`config.mk`:
```
export PLATFORM = sky130hd
export DESIGN_NAME = pipelined_adder
export DESIGN_NICKNAME = d
export VERILOG_FILES = /design/src/rtl/pipelined_adder.sv
export SDC_FILE = /design/constraint.sdc
export NUM_CORES = 1
export LEC_CHECK = 0
export CAP_MARGIN = 20
export CORE_MARGIN = 10
export CORE_UTILIZATION = 40
export CTS_BUF_LIST = sky130_fd_sc_hd__clkbuf_16
export DETAILED_ROUTE_END_ITERATION = 16
export PLACE_DENSITY_LB_ADDON = 0.05
export SETUP_SLACK_MARGIN = 0.2
export SLEW_MARGIN = 20
export SYNTH_ARGS = -nofsm -noshare
export SYNTH_HDL_FRONTEND = slang
export SYNTH_SLANG_ARGS = --single-unit
```
`constraint.sdc`:
```
create_clock -name i_clk -period 3.5 [get_ports i_clk]
set_input_delay 1.05 -clock i_clk [delete_from_list [all_inputs] [get_ports i_clk]]
set_output_delay 1.05 -clock i_clk [all_outputs]
set_load 0.01 [all_outputs]
```
`src/rtl/pipelined_adder.sv`:
```
// pipelined_adder: a two's-complement adder/subtractor split into STAGES
// equal slices. Each stage resolves one slice and hands its carry to the
// next, giving one result per cycle at a latency of STAGES cycles.
//
// Handshake: a beat enters on a rising edge where i_in_valid && o_in_ready,
// and leaves on a rising edge where o_out_valid && i_out_ready. The stall is
// global: when the output holds a beat the consumer refuses, every stage
// freezes and o_in_ready drops in the same cycle.
module pipelined_adder #(
    parameter int WIDTH  = 32,
    parameter int STAGES = 4
) (
    input  logic             i_clk,
    input  logic             i_rst_n,
    input  logic             i_in_valid,
    output logic             o_in_ready,
    input  logic [WIDTH-1:0] i_op1,
    input  logic [WIDTH-1:0] i_op2,
    input  logic             i_cin,
    input  logic             i_sub,
    output logic             o_out_valid,
    input  logic             i_out_ready,
    output logic [WIDTH-1:0] o_res,
    output logic             o_cout,
    output logic             o_ovf,
    output logic             o_zero
);

    // Guarded so an illegal STAGES reaches the error below instead of a divide by zero.
    localparam int SW = (STAGES > 0) ? (WIDTH / STAGES) : 1;

    if ((STAGES < 1) || (((STAGES > 0) ? (WIDTH % STAGES) : 1) != 0)) begin : g_bad_params
        $error("pipelined_adder: WIDTH must be a multiple of STAGES and STAGES >= 1");
    end

    // Per-stage registers: operands ride along until their slice is consumed,
    // and finished result slices ride along so a beat exits all at once.
    logic             r_valid [STAGES];
    logic [WIDTH-1:0] r_a     [STAGES];
    logic [WIDTH-1:0] r_b     [STAGES];
    logic [WIDTH-1:0] r_sum   [STAGES];
    logic             r_c     [STAGES];
    logic             r_ovf;
    logic             r_zero;

    // Inputs seen by each stage (stage 0 takes the ports, others the previous stage).
    logic             w_v_in   [STAGES];
    logic [WIDTH-1:0] w_a_in   [STAGES];
    logic [WIDTH-1:0] w_b_in   [STAGES];
    logic [WIDTH-1:0] w_sum_in [STAGES];
    logic             w_c_in   [STAGES];
    logic [SW:0]      w_slice  [STAGES];
    logic [WIDTH-1:0] w_sum_nx [STAGES];
    logic             w_stall;
    logic             w_ovf;
    logic             w_zero;

    assign w_stall     = r_valid[STAGES-1] && !i_out_ready;
    assign o_in_ready  = !w_stall;
    assign o_out_valid = r_valid[STAGES-1];
    assign o_res       = r_sum[STAGES-1];
    assign o_cout      = r_c[STAGES-1];
    assign o_ovf       = r_ovf;
    assign o_zero      = r_zero;

    // Route each stage's inputs; subtraction inverts B and the carry-in up front.
    always_comb begin
        w_v_in[0]   = i_in_valid;
        w_a_in[0]   = i_op1;
        w_b_in[0]   = i_sub ? ~i_op2 : i_op2;
        w_c_in[0]   = i_cin ^ i_sub;
        w_sum_in[0] = '0;
        for (int k = 1; k < STAGES; k++) begin
            w_v_in[k]   = r_valid[k-1];
            w_a_in[k]   = r_a[k-1];
            w_b_in[k]   = r_b[k-1];
            w_c_in[k]   = r_c[k-1];
            w_sum_in[k] = r_sum[k-1];
        end
    end

    // Slice adders: stage k adds slice k and merges it into the partial result.
    always_comb begin
        for (int k = 0; k < STAGES; k++) begin
            w_slice[k] = {1'b0, w_a_in[k][k*SW +: SW]}
                       + {1'b0, w_b_in[k][k*SW +: SW]}
                       + {{SW{1'b0}}, w_c_in[k]};
            w_sum_nx[k] = w_sum_in[k];
            w_sum_nx[k][k*SW +: SW] = w_slice[k][SW-1:0];
        end
    end

    // Status flags are formed in the last stage so they register alongside the result.
    always_comb begin
        w_ovf  = (w_a_in[STAGES-1][WIDTH-1] == w_b_in[STAGES-1][WIDTH-1])
              && (w_sum_nx[STAGES-1][WIDTH-1] != w_a_in[STAGES-1][WIDTH-1]);
        w_zero = ~|w_sum_nx[STAGES-1];
    end

    // Pipeline advance: bubbles move like data; everything freezes on a stall.
    always_ff @(posedge i_clk or negedge i_rst_n) begin
        if (!i_rst_n) begin
            for (int k = 0; k < STAGES; k++) begin
                r_valid[k] <= 1'b0;
                r_a[k]     <= '0;
                r_b[k]     <= '0;
                r_sum[k]   <= '0;
                r_c[k]     <= 1'b0;
            end
            r_ovf  <= 1'b0;
            r_zero <= 1'b0;
        end else if (!w_stall) begin
            for (int k = 0; k < STAGES; k++) begin
                r_valid[k] <= w_v_in[k];
                r_a[k]     <= w_a_in[k];
                r_b[k]     <= w_b_in[k];
                r_sum[k]   <= w_sum_nx[k];
                r_c[k]     <= w_slice[k][SW];
            end
            r_ovf  <= w_ovf;
            r_zero <= w_zero;
        end
    end

endmodule

```
# Word-level counts from Yosys, hierarchy flattened
# Cells that the tools add are included.
# Widths: inputs -> output; s select.
# word_totals
ff_bits,282
in_bits,70
out_inout_bits,37
# classes
addsub,8
n_eq_ne,2
muxes,1
bitwise,2
reduce_logical,6
# op_table
cell,n
$add 8x8->9,4
$add 9x1->9,4
$mux 32,1
$not 32->32,1
$reduce_or 32->1,1
$logic_not 1->1,3
$logic_and 1x1->1,2
$eq 1x1->1,1
$ne 1x1->1,1
$xor 1x1->1,1

# Logic depth before layout (Yosys ltp)
# Gate-level depths: netlist (run 1).
# depth
word_depth,4
ltp_mapped,11
depth_no_buf,10

# Worst setup path before layout (run 1)
# OpenSTA, ideal clock, no wires.
# synth_timing
path_kind,input to register
from,in i_sub
to,reg r_c[3] (netlist name)
setup_time_ns,0.138
t_arrival_ns,3.362
path_slack_ns,0.000
cell_stages,11
path_buffers,2
cell_sequence,clkbuf_1 buf_2 xor2_1 fa_1 fa_1 a21o_1 a21oi_1 o21ai_0 and3b_1 o21ai_0 a31oi_1
# synth_via
elab_chain_cells,3
elab_cells_between_ends,4
classes_between,2 x add/sub; 1 x mux; 1 x bitwise
# synth_rtl
item,line,source
"start, declared",20,"input logic i_sub,"
$mux 32,70,w_b_in[0] = i_sub ? ~i_op2 : i_op2;
$add 8x8->9,86,"+ {1'b0, w_b_in[k][k*SW +: SW]}"
$add 9x1->9 *,87,"+ {{SW{1'b0}}, w_c_in[k]};"
"end signal, assigned by index",118,r_c[k] <= w_slice[k][SW];
"end, declared",42,logic r_c [STAGES];
# Mark *: on every way between the ends. The rest lies on a longest branch, timed or not.
# A chain may end at the register's enable or synchronous reset.

# Final worst setup path (run 1)
# layout_timing
from,in i_op2[0]
to,reg r_c[3] (netlist name)
# layout_via
elab_chain_cells,4
# layout_rtl
item,line,source
"start, declared",18,"input logic [WIDTH-1:0] i_op2,"
$not 32->32,70,
$mux 32 *,70,
$add 8x8->9 *,86,
$add 9x1->9 *,87,
# Marks and branches as above.

==> out/metrics.yaml, run 1 <==
met1_usage: 0.1972
busiest_layer: "met1"
yosys.area.top_type_share: 0.5373
port_buffers: 106
grt_max_degree: 211
dr.pass1.iters: 4
yosys-mux-area-fraction: 0
grtUsageMet2: 0.1921
fin_nets: 1125
die_height_um: 167.2
synth_edf_count: 0
synth-seq-cells: 186
die-area_um2: 27940
fmax_mhz: 318.0
antenna_found_initial: 0
dpl.hpwl_um: 12750
synth_fa_ha_area_frac: 0.05893
viasPerCell: 4.555
tns_ns: 0
areaGrowthSynthToFinish_pct: 19.33
start_util: 0.4095
avgSynthCellArea_um2: 9.023
rsz0062_at_grt: "no"
drc_errors: 0
gr-usage-met3: 0.02856
drv_slew: 0
p_per_area_nw_per_um2: 880.0
fin_skew_ns: 0.01245
crit_fanout: 3
pin_count: 107
syn_nets: 1066
drt_wl_total_um: 18550
post-route-period-util: 0.8985
htree_levels: 4
synthesis.area_um2: 8662
grt_pass1_vias: 5965
cts_tree: "built"
n_fill_cell: 2100
irDropWorstVdd_uv: 317.6
cts_setup_buffers: 0
yosysWarnings: 0
antenna_cells: 0
leakage_uw: 0.004994
outcome: "complete, no violations"
drtIter0Drc: 411
netlist_instances: 960
vias: 5953
num_rows: 53
clockRootBuffer: "clkbuf_16"
min_period_ns: 3.145
final_common_cell: "nand2_1"
yosysTopAreaCell: "dfrtp_1"
maxCapViolCount: 0
layout_common_cells: "423 x nand2_1, 186 x dfrtp_1, 103 x clkdlybuf4s50_1, 48 x o21ai_0, 33 x xnor2_1"
clk_pin_slew_worst_paths_ns: 0.07
endpoint_kind: "flop"
wl_per_cell_um: 14.19
drive_gt1_frac: 0.04748
synth_cell_types: 41
core_region_area_um2: 21150
grt_first_pass_wirelength_um: 31150
gp_congestion: 0.7549
arrival_ns: 3.43
power_uw: 9096
cp-start-kind: "input pin"
slew_headroom: 0.4144
worstPathRequired_ns: 3.78
min_path_type: "flop to flop"
synth_simple_gate_area_frac: 0.2193
cts.sinks: 186
critical_path_class: "input pin to flop"
synthTopCellsByArea: "dfrtp_1 54%, nand2_1 18%, ha_1 4.0%"
synth-compound-area-share: 0.07728
synth-xor-area-share: 0.04940
hold_violations: 0
clk_path_buf_depth: 2
tightest_slew_ns: 0.8785
overflow: 0
synth-main-ff-cell: "dfrtp_1"
finalSetupViolations: 0
clk_latency_ns: 0.43
ys_seq_area_frac: 0.5373
ys_async_sr_fraction: 1.000
numCtsBuffers: 17
globalRouteTotalUtil: 0.1343
synth_top_family_by_area: "simple AND/OR/NAND/NOR gates"
die_w_um: 167.2
ant_nets: 0
[timing repair]
| item | 4_1_cts | 5_1_grt |
|---|---|---|
| gates resized for setup | 1 | 0 |
| hold buffers | 0 | 0 |
| setup endpoints to repair | 1 | 0 |
[layer usage]
| layer | routed length, µm | up-vias |
|---|---|---|
| met3 | 645 | 13 |
| met1 | 9999 | 2701 |
| met4 | 215 | 0 |
| met5 | 0 | - |
| li1 | - | 3147 |
| met2 | 7685 | 92 |
[Yosys cell counts, drive strengths merged (2+ instances only)]
library cell and n:
a211oi 4, a21o 4, a21oi 18, a31oi 4
and3b 3, buf 50, clkbuf 26, dfrtp 186
fa 8, ha 28, inv 22, nand2 423
nand2b 2, nand4 2, nor2 28, nor2b 3
nor3 11, nor4 6, o211a 2, o21a 7
o21ai 49, o21bai 6, o31ai 10, or3 2
xnor2 33, xor2 15
[power breakdown]
part           internal (µW)  switching (µW)
clock                    995             859
combinational           1600            1940
sequential              3110             599
[state kept, by name, summed over array words and instances (netlist names), 3 cells and up]
register / flops
r_sum: 48
r_b: 48
r_valid: 3
r_c: 3
r_a: 48
o_res: 32
[stage by stage]
step | setup WS, ns | instances | area [µm²] | hold slack, ns | util
CTS | 0.3766 | 1307 | 10340 | 0.4725 | 0.4886
global placement | -0.005892 | 1275 | 9774 | 0.4416 | 0.4621
detailed placement | -0.08136 | 1275 | 9774 | 0.4552 | 0.4621
finish | 0.3554 | 1307 | 10340 | 0.4649 | 0.4886
global route | 0.2485 | 1307 | 10340 | 0.4827 | 0.4886
floorplan | 0.2049 | 960 | 8673 | 0.4300 | -
[worst max-delay path, stage by stage]
cell and delay (ns):
clkdlybuf4s50_1 0.42, xor2_1 0.17, fa_1 0.44, fa_1 0.41, a21o_1 0.18, a21oi_2 0.20, o21ai_0 0.10, and3b_1 0.20
o21ai_0 0.17, a31oi_1 0.10
[path summary, 6_finish.rpt]
check,from,to,slack [ns],cells after the start
worst max-delay path,i_op2[0],r_c[3]$_DFFE_PN0N_,0.36,10
worst min-delay path,o_res[0]$_DFFE_PN0N_,o_res[0]$_DFFE_PN0N_,0.46,2
worst max register to register,r_a[56]$_DFFE_PN0N_,o_zero$_DFFE_PN0N_,1.05,9
worst min register to register,o_res[0]$_DFFE_PN0N_,o_res[0]$_DFFE_PN0N_,0.46,2
max in group asynchronous,i_rst_n,r_a[62]$_DFFE_PN0N_,2.11,2
min in group asynchronous,i_rst_n,r_b[105]$_DFFE_PN0N_,0.62,1
[layout make-up]
| cell class | instances | area (µm²) | area share |
|---|---|---|---|
| clock buffer | 17 | 425.4 | 0.04116 |
| clock inverter | 15 | 137.6 | 0.01332 |
| inverter | 22 | 85.08 | 0.008231 |
| tap | 275 | 344.1 | 0.03329 |
| timing repair buffer | 116 | 1171 | 0.1133 |
| sequential | 186 | 4654 | 0.4503 |
| multi-input combinational | 676 | 3518 | 0.3404 |
[kinds of logic (layout without fill, tap and decap cells)]
logic type      after synthesis  after routing
compound gates              108            108
xor+xnor                     48             48
fa+ha+maj                    36             36
buf+inv                      98            170
flops                       186            186
simple gates                484            484
Power figures use the tool's default switching activity.
==> run 2: changes to the inputs <==
Settings changed: CORE_MARGIN 10 to 1, PLACE_DENSITY_LB_ADDON 0.05 to 0.25.
==> run 2 against run 1 <==
  * Power grew 2.4%
  * Clock skew decreased by 0.0037 ns
  * Cell count fell by 0.15%
  * Non-clock buffer count shrank 2
  * Fmax rose by 1.1%
  * Sequential power is essentially flat
  * Utilization grew 0.31 points
  * First-iteration DRC count is 14% higher
  * Register-to-register slack improved by 0.05 ns
  * Wire length decreased by 5.0%
==> out/metrics.yaml, run 2 (synthesized netlist as in run 1, its figures left out) <==
port_buffers: 106  # unchanged
worstRegToRegCells: 7  # -2
wl_met1_um: 9358  # -6.4%
rsz0062_at_grt: "no"
viasPerCell: 4.658  # +2.3%
r2r-end: "o_zero$_DFFE_PN0N_"
maxUsedRoutingLayer: "met4"
top_regs: "r_a: 48 flops, r_b: 48 flops, r_sum: 48 flops"
finalSetupViolations: 0  # unchanged
fin_nets: 1123  # -0.18%
antenna_found_initial: 0  # unchanged
fmax_mhz: 321.6  # +1.1%
min_path_type: "flop to flop"
num_rows: 53  # unchanged
cp-endpoint: "o_in_ready"
dpl.hpwl_um: 11660  # -8.6%
r2r-start: "r_b[56]$_DFFE_PN0N_"
start_util: 0.4095  # unchanged
outcome: "complete, no violations"
overflow: 0  # unchanged
post_cts_resized: 1  # unchanged
antenna_cells: 0  # unchanged
tightest_slew_ns: 0.9212  # +0.04273 ns
cts.sinks: 186  # unchanged
drive_gt1_frac: 0.04563  # -0.001850
critPathTopFamily: "buffers and inverters"
path_cells: "clkdlybuf4s50_1 > nor2b_4 > inv_4 > dlygate4sd2_1"
crit_start: "i_out_ready"
slew_headroom: 0.3859  # -0.02849
min_period_ns: 3.109  # -0.03552 ns
internal_power_uw: 5920  # +3.8%
cts_setup_buffers: 0  # unchanged
endpoint_kind: "output pin"
drtIter0Drc: 468  # +14%
wl_per_cell_um: 13.50  # -4.8%
numCtsBuffers: 17  # unchanged
cp-start-kind: "input pin"
slowest_stage: "clkdlybuf4s50_1"
seqPwrFrac: 0.399  # -0.008
drv_slew: 0  # unchanged
grt_max_degree: 210  # -0.47%
final_common_cell: "nand2_1"
grt_first_pass_wirelength_um: 30210  # -3.0%
clockRootBuffer: "clkbuf_16"
clk_path_buf_depth: 2  # unchanged
areaGrowthSynthToFinish_pct: 20.08
arrival_ns: 2.06  # -1.37 ns
cts_tree: "built"
hold_violations: 0  # unchanged
p_per_area_nw_per_um2: 895.2  # +1.7%
rrSetupSlack_ns: 1.10  # +0.05 ns
pin_count: 107  # unchanged
place_ws_ns: -0.05717  # +0.02419 ns
whs_path_depth: 2  # unchanged
fin_hold_ws_ns: 0.4664  # +0.001540 ns
met3_length_um: 525  # -19%
pwr-share-comb: 0.377  # -0.012
grt_pass1_vias: 5910  # -0.92%
hold_buffers: 0  # unchanged
n_fill_cell: 2015  # -4.0%
layout_common_cells: "423 x nand2_1, 186 x dfrtp_1, 103 x clkdlybuf4s50_1, 48 x o21ai_0, 33 x xnor2_1"
maxCapViolCount: 0  # unchanged
clock_power_share: 0.224  # +0.020
critical_path_class: "input pin to output pin"
ant_nets: 0  # unchanged
clk_pin_slew_worst_paths_ns: 0.07  # about the same
leakage_uw: 0.005026  # +0.65%
irDropWorstVdd_uv: 466.9  # +47%
netSwitchingFraction: 0.3642  # -0.008937
cp.depth: 4  # -6
clk_latency_ns: 0.43  # about the same
die_w_um: 149.2  # -11%
power.net_switching_uw: 3391  # about the same
crit_fanout: 2  # -1
die-area_um2: 22250  # -20%
fin_skew_ns: 0.008728  # -0.003720 ns
gp_congestion: 0.7553  # about the same
core_region_area_um2: 21150  # unchanged
drc_errors: 0  # unchanged
multi_input_area_um2: 3518  # unchanged
dr_wl_met2_um: 7570  # -1.5%
regArea_um2: 4654  # unchanged
dr.pass1.iters: 4  # unchanged
critPathMaxStageDelay_ns: 0.44  # about the same
timing.final.ws_setup_ns: 0.3909  # +0.03552 ns
worstPathRequired_ns: 2.45  # -1.33 ns
htree_levels: 4  # unchanged
globalRouteTotalUtil: 0.1727  # +0.03845
crit_buf_inv: 3  # +2
drt_wl_total_um: 17620  # -5.0%
die_height_um: 149.2  # -11%
vias: 6079  # +2.1%
post-route-period-util: 0.8883  # -0.01015
## run 2: changes by cell type in the layout (fill, tap and decap cells not counted), moves of 2 or more
| cell | before | now |
|---|---|---|
| clkinvlp_4 | 2 | 0 |
| inv_6 | 5 | 7 |
| bufinv_16 | 1 | 4 |
| buf_4 | 7 | 4 |
## run 2: tightest hold or removal path, cell delays in order, from the launching register on
cell and delay (ns):
dfrtp_1 0.34, nand2_1 0.05, nand2_1 0.05
## run 2: cell type report
class / instances / area share
clock buffer: 17 / 0.04090
sequential: 186 / 0.4475
multi-input combinational: 676 / 0.3383
clock inverter: 15 / 0.01973
tap: 275 / 0.03308
inverter: 22 / 0.008180
timing repair buffer: 114 / 0.1124
## run 2: worst min path at each step
| stage | slack [ns] | startpoint | end |
|---|---|---|---|
| floorplan | 0.43 | r_valid[1]$_DFFE_PN0N_ | r_valid[1]$_DFFE_PN0N_ |
| global placement | 0.44 | r_valid[1]$_DFFE_PN0N_ | r_valid[1]$_DFFE_PN0N_ |
| detailed placement | 0.46 | r_valid[2]$_DFFE_PN0N_ | r_valid[2]$_DFFE_PN0N_ |
| CTS | 0.47 | r_sum[72]$_DFFE_PN0N_ | r_sum[40]$_DFFE_PN0N_ |
| global route | 0.49 | r_a[115]$_DFFE_PN0N_ | r_a[115]$_DFFE_PN0N_ |
| finish | 0.47 | o_res[1]$_DFFE_PN0N_ | o_res[1]$_DFFE_PN0N_ |
## run 2: metal layers
layer  vias to the layer above  track usage
li1                       3146            -
met1                      2829       0.2635
met2                        92       0.2500
met3                        12      0.03272
met4                         0      0.04439
met5                         -            0
## run 2: power groups by stage
| stage | logic, µW | registers (µW) | clock network, µW |
|---|---|---|---|
| global placement | 3460 | 3730 | 0 |
| CTS | 3570 | 3730 | 2120 |
| detailed placement | 3550 | 3760 | 0 |
| finish | 3510 | 3720 | 2090 |
| global route | 4050 | 3840 | 2220 |
| floorplan | 2720 | 3550 | 0 |
## run 2: metrics by stage
| stage | cell area (µm²) | total power [µW] | TNS [ns] | std cells | util |
|---|---|---|---|---|---|
| 2_1_floorplan | 8673 | 6268 | 0 | 960 | - |
| 3_3_place_gp | 9772 | 7193 | 0 | 1273 | 0.4619 |
| 3_5_place_dp | 9772 | 7308 | -0.05717 | 1273 | 0.4619 |
| 4_1_cts | 10400 | 9419 | 0 | 1305 | 0.4917 |
| 5_1_grt | 10400 | 10110 | 0 | 1305 | 0.4917 |
| 6_report | 10400 | 9311 | 0 | 1305 | 0.4917 |
==> run 3: changes to the inputs <==
Settings changed: CTS_CLUSTER_SIZE set to 24, GPL_ROUTABILITY_DRIVEN set to 0, RECOVER_POWER set to 50.
==> run 3 against run 2 <==
  * The run now ends with capacitance limit, slew limit left
  * Power down 0.17%
  * Global-route usage unchanged
  * Cell count unchanged
  * Fmax down 3.2%
  * Register-to-register slack worse by 0.08 ns
  * Non-clock buffer count unchanged
  * Clock-buffer cell count unchanged
  * Clock power about the same
  * Largest cell class unchanged
  * Setup slack worse by 0.10 ns
==> out/metrics.yaml, run 3 (synthesized netlist as in run 1, its figures left out) <==
met1_usage: 0.2635  # unchanged
dpl.cell_count: 1273  # unchanged
fmax_mhz: 311.2  # -3.2%
fin_nets: 1123  # unchanged
timing.final.ws_setup_ns: 0.2869  # -0.1041 ns
grt_first_pass_wirelength_um: 30210  # unchanged
drive_gt1_frac: 0.04563  # unchanged
layoutNonFillerInstCount: 1305  # unchanged
violations: "capacitance limit, slew limit"
antenna_found_initial: 0  # unchanged
endpoint_kind: "output pin"
slew_headroom: -0.4721  # -0.8579
power_uw: 9296  # -0.17%
areaGrowthSynthToFinish_pct: 19.83
top_regs: "r_a: 48 flops, r_b: 48 flops, r_sum: 48 flops"
grt_pass1_vias: 5910  # unchanged
grtUsageMet2: 0.2500  # unchanged
dpl.hpwl_um: 11660  # unchanged
clk_path_buf_depth: 2  # unchanged
arrival_ns: 2.16  # +0.10 ns
drtIter0Drc: 461  # -1.5%
cp-start-kind: "input pin"
place_ws_ns: -0.05717  # unchanged
layout_common_cells: "423 x nand2_1, 186 x dfrtp_1, 96 x clkdlybuf4s50_1, 48 x o21ai_0, 33 x xnor2_1"
numCtsBuffers: 17  # unchanged
whs_path_depth: 2  # unchanged
gr-usage-met3: 0.03272  # unchanged
min_period_ns: 3.213  # +0.1041 ns
fin_skew_ns: 0.009288  # +0.0005607 ns
critPathMaxStageDelay_ns: 0.57  # +0.13 ns
finalSetupViolations: 0  # unchanged
slowest_stage: "dlygate4sd3_1"
drc_errors: 0  # unchanged
die_w_um: 149.2  # unchanged
path_cells: "dlygate4sd3_1 > nor2b_4 > inv_4 > dlygate4sd2_1"
pin_count: 107  # unchanged
hold_start: "o_res[1]$_DFFE_PN0N_"
cts.sinks: 186  # unchanged
dr.pass1.iters: 4  # unchanged
overflow: 0  # unchanged
p_per_area_nw_per_um2: 895.5  # about the same
drt_wl_total_um: 17550  # -0.42%
r2r-end: "o_res[30]$_DFFE_PN0N_"
wl_per_cell_um: 13.45  # -0.42%
min_to: "o_res[1]$_DFFE_PN0N_"
r2r-start: "o_out_valid$_DFFE_PN0N_"
viasPerCell: 4.644  # -0.30%
cts_tree: "built"
irDropWorstVdd_uv: 417.4  # -11%
vias: 6061  # -0.30%
hold_violations: 0  # unchanged
num_rows: 53  # unchanged
port_buffers: 106  # unchanged
min_path_type: "flop to flop"
worstPathRequired_ns: 2.45  # about the same
ant_nets: 0  # unchanged
maxCapViolCount: 2  # +2
leakage_uw: 0.005023  # about the same
clockRootBuffer: "clkbuf_16"
tightest_slew_ns: 2.208  # +1.287 ns
globalRouteTotalUtil: 0.1727  # unchanged
start_util: 0.4095  # unchanged
outcome: "finished, violations left"
drv_slew: 248  # +248
core_region_area_um2: 21150  # unchanged
final_common_cell: "nand2_1"
die-area_um2: 22250  # unchanged
grt_max_degree: 210  # unchanged
post-route-period-util: 0.9180  # +0.02973
critical_path_class: "input pin to output pin"
clk_pin_slew_worst_paths_ns: 0.07  # about the same
clk_latency_ns: 0.43  # about the same
busiest_layer: "met1"
antenna_cells: 0  # unchanged
worstRegToRegCells: 5  # -2
die_height_um: 149.2  # unchanged
rsz0062_at_grt: "no"
htree_levels: 4  # unchanged
crit_fanout: 2  # unchanged
rrSetupSlack_ns: 1.02  # -0.08 ns
==> run 3: cell types whose count changed in the layout (fill, tap and decap cells not counted) <==
cell	delta
clkbuf_2	+1
clkbuf_8	-1
buf_12	-1
dlygate4sd3_1	+7
clkdlybuf4s50_1	-7
clkbuf_4	+1
==> run 3: layout make-up <==
class	count	area [µm²]
Clock buffer	17	425.4
Inverter	22	85.08
Fill cell	2017	10770
Tap cell	275	344.1
Sequential cell	186	4654
Clock inverter	15	205.2
Timing Repair Buffer	114	1147
Multi-Input combinational cell	676	3518
==> run 3: per-stage QoR <==
stage	setup TNS, ns	hold WS (ns)	util	instance area [µm²]
3_3_place_gp	0	0.4442	0.4619	9772
4_1_cts	0	0.4713	0.4917	10400
5_1_grt	0	0.4861	0.4907	10380
6_report	0	0.4612	0.4907	10380
3_5_place_dp	-0.05717	0.4556	0.4619	9772
2_1_floorplan	0	0.4300	-	8673
==> run 3: layer usage <==
metal,part of all wire,wire (µm)
met1,0.53,9292
met3,0.029,512
met2,0.43,7593
met4,0.0085,150
met5,0,0
==> run 3: critical path, delay by kind of cell <==
family	cells	cell delay, ns
simple gates	1	0.21
buf+inv	3	0.90
==> run 3: worst max path at each step <==
stage	from	endpoint	slack, ns	depth (start not counted)
after detailed placement	i_op2[0]	r_c[3]$_DFFE_PN0N_	-0.06	10
after floorplan	i_sub	r_c[3]$_DFFE_PN0N_	0.20	11
after CTS	i_out_ready	o_in_ready	0.38	4
after global placement	i_op2[0]	r_c[3]$_DFFE_PN0N_	0.01	10
final	i_out_ready	o_in_ready	0.29	4
after global routing	i_out_ready	o_res[30]$_DFFE_PN0N_	0.15	6
==> run 3: power by group <==
part / total [µW] / internal, µW / switching (µW)
sequential: 3720 / 3110 / 608
combinational: 3500 / 1590 / 1910
clock: 2080 / 1210 / 869
==> run 3: repair_timing <==
item,4_1_cts,5_1_grt
setup endpoints to repair,1,0
endpoints found under the hold margin,0,0
hold buffers,0,0
setup buffers,0,0
gates resized for setup,1,0
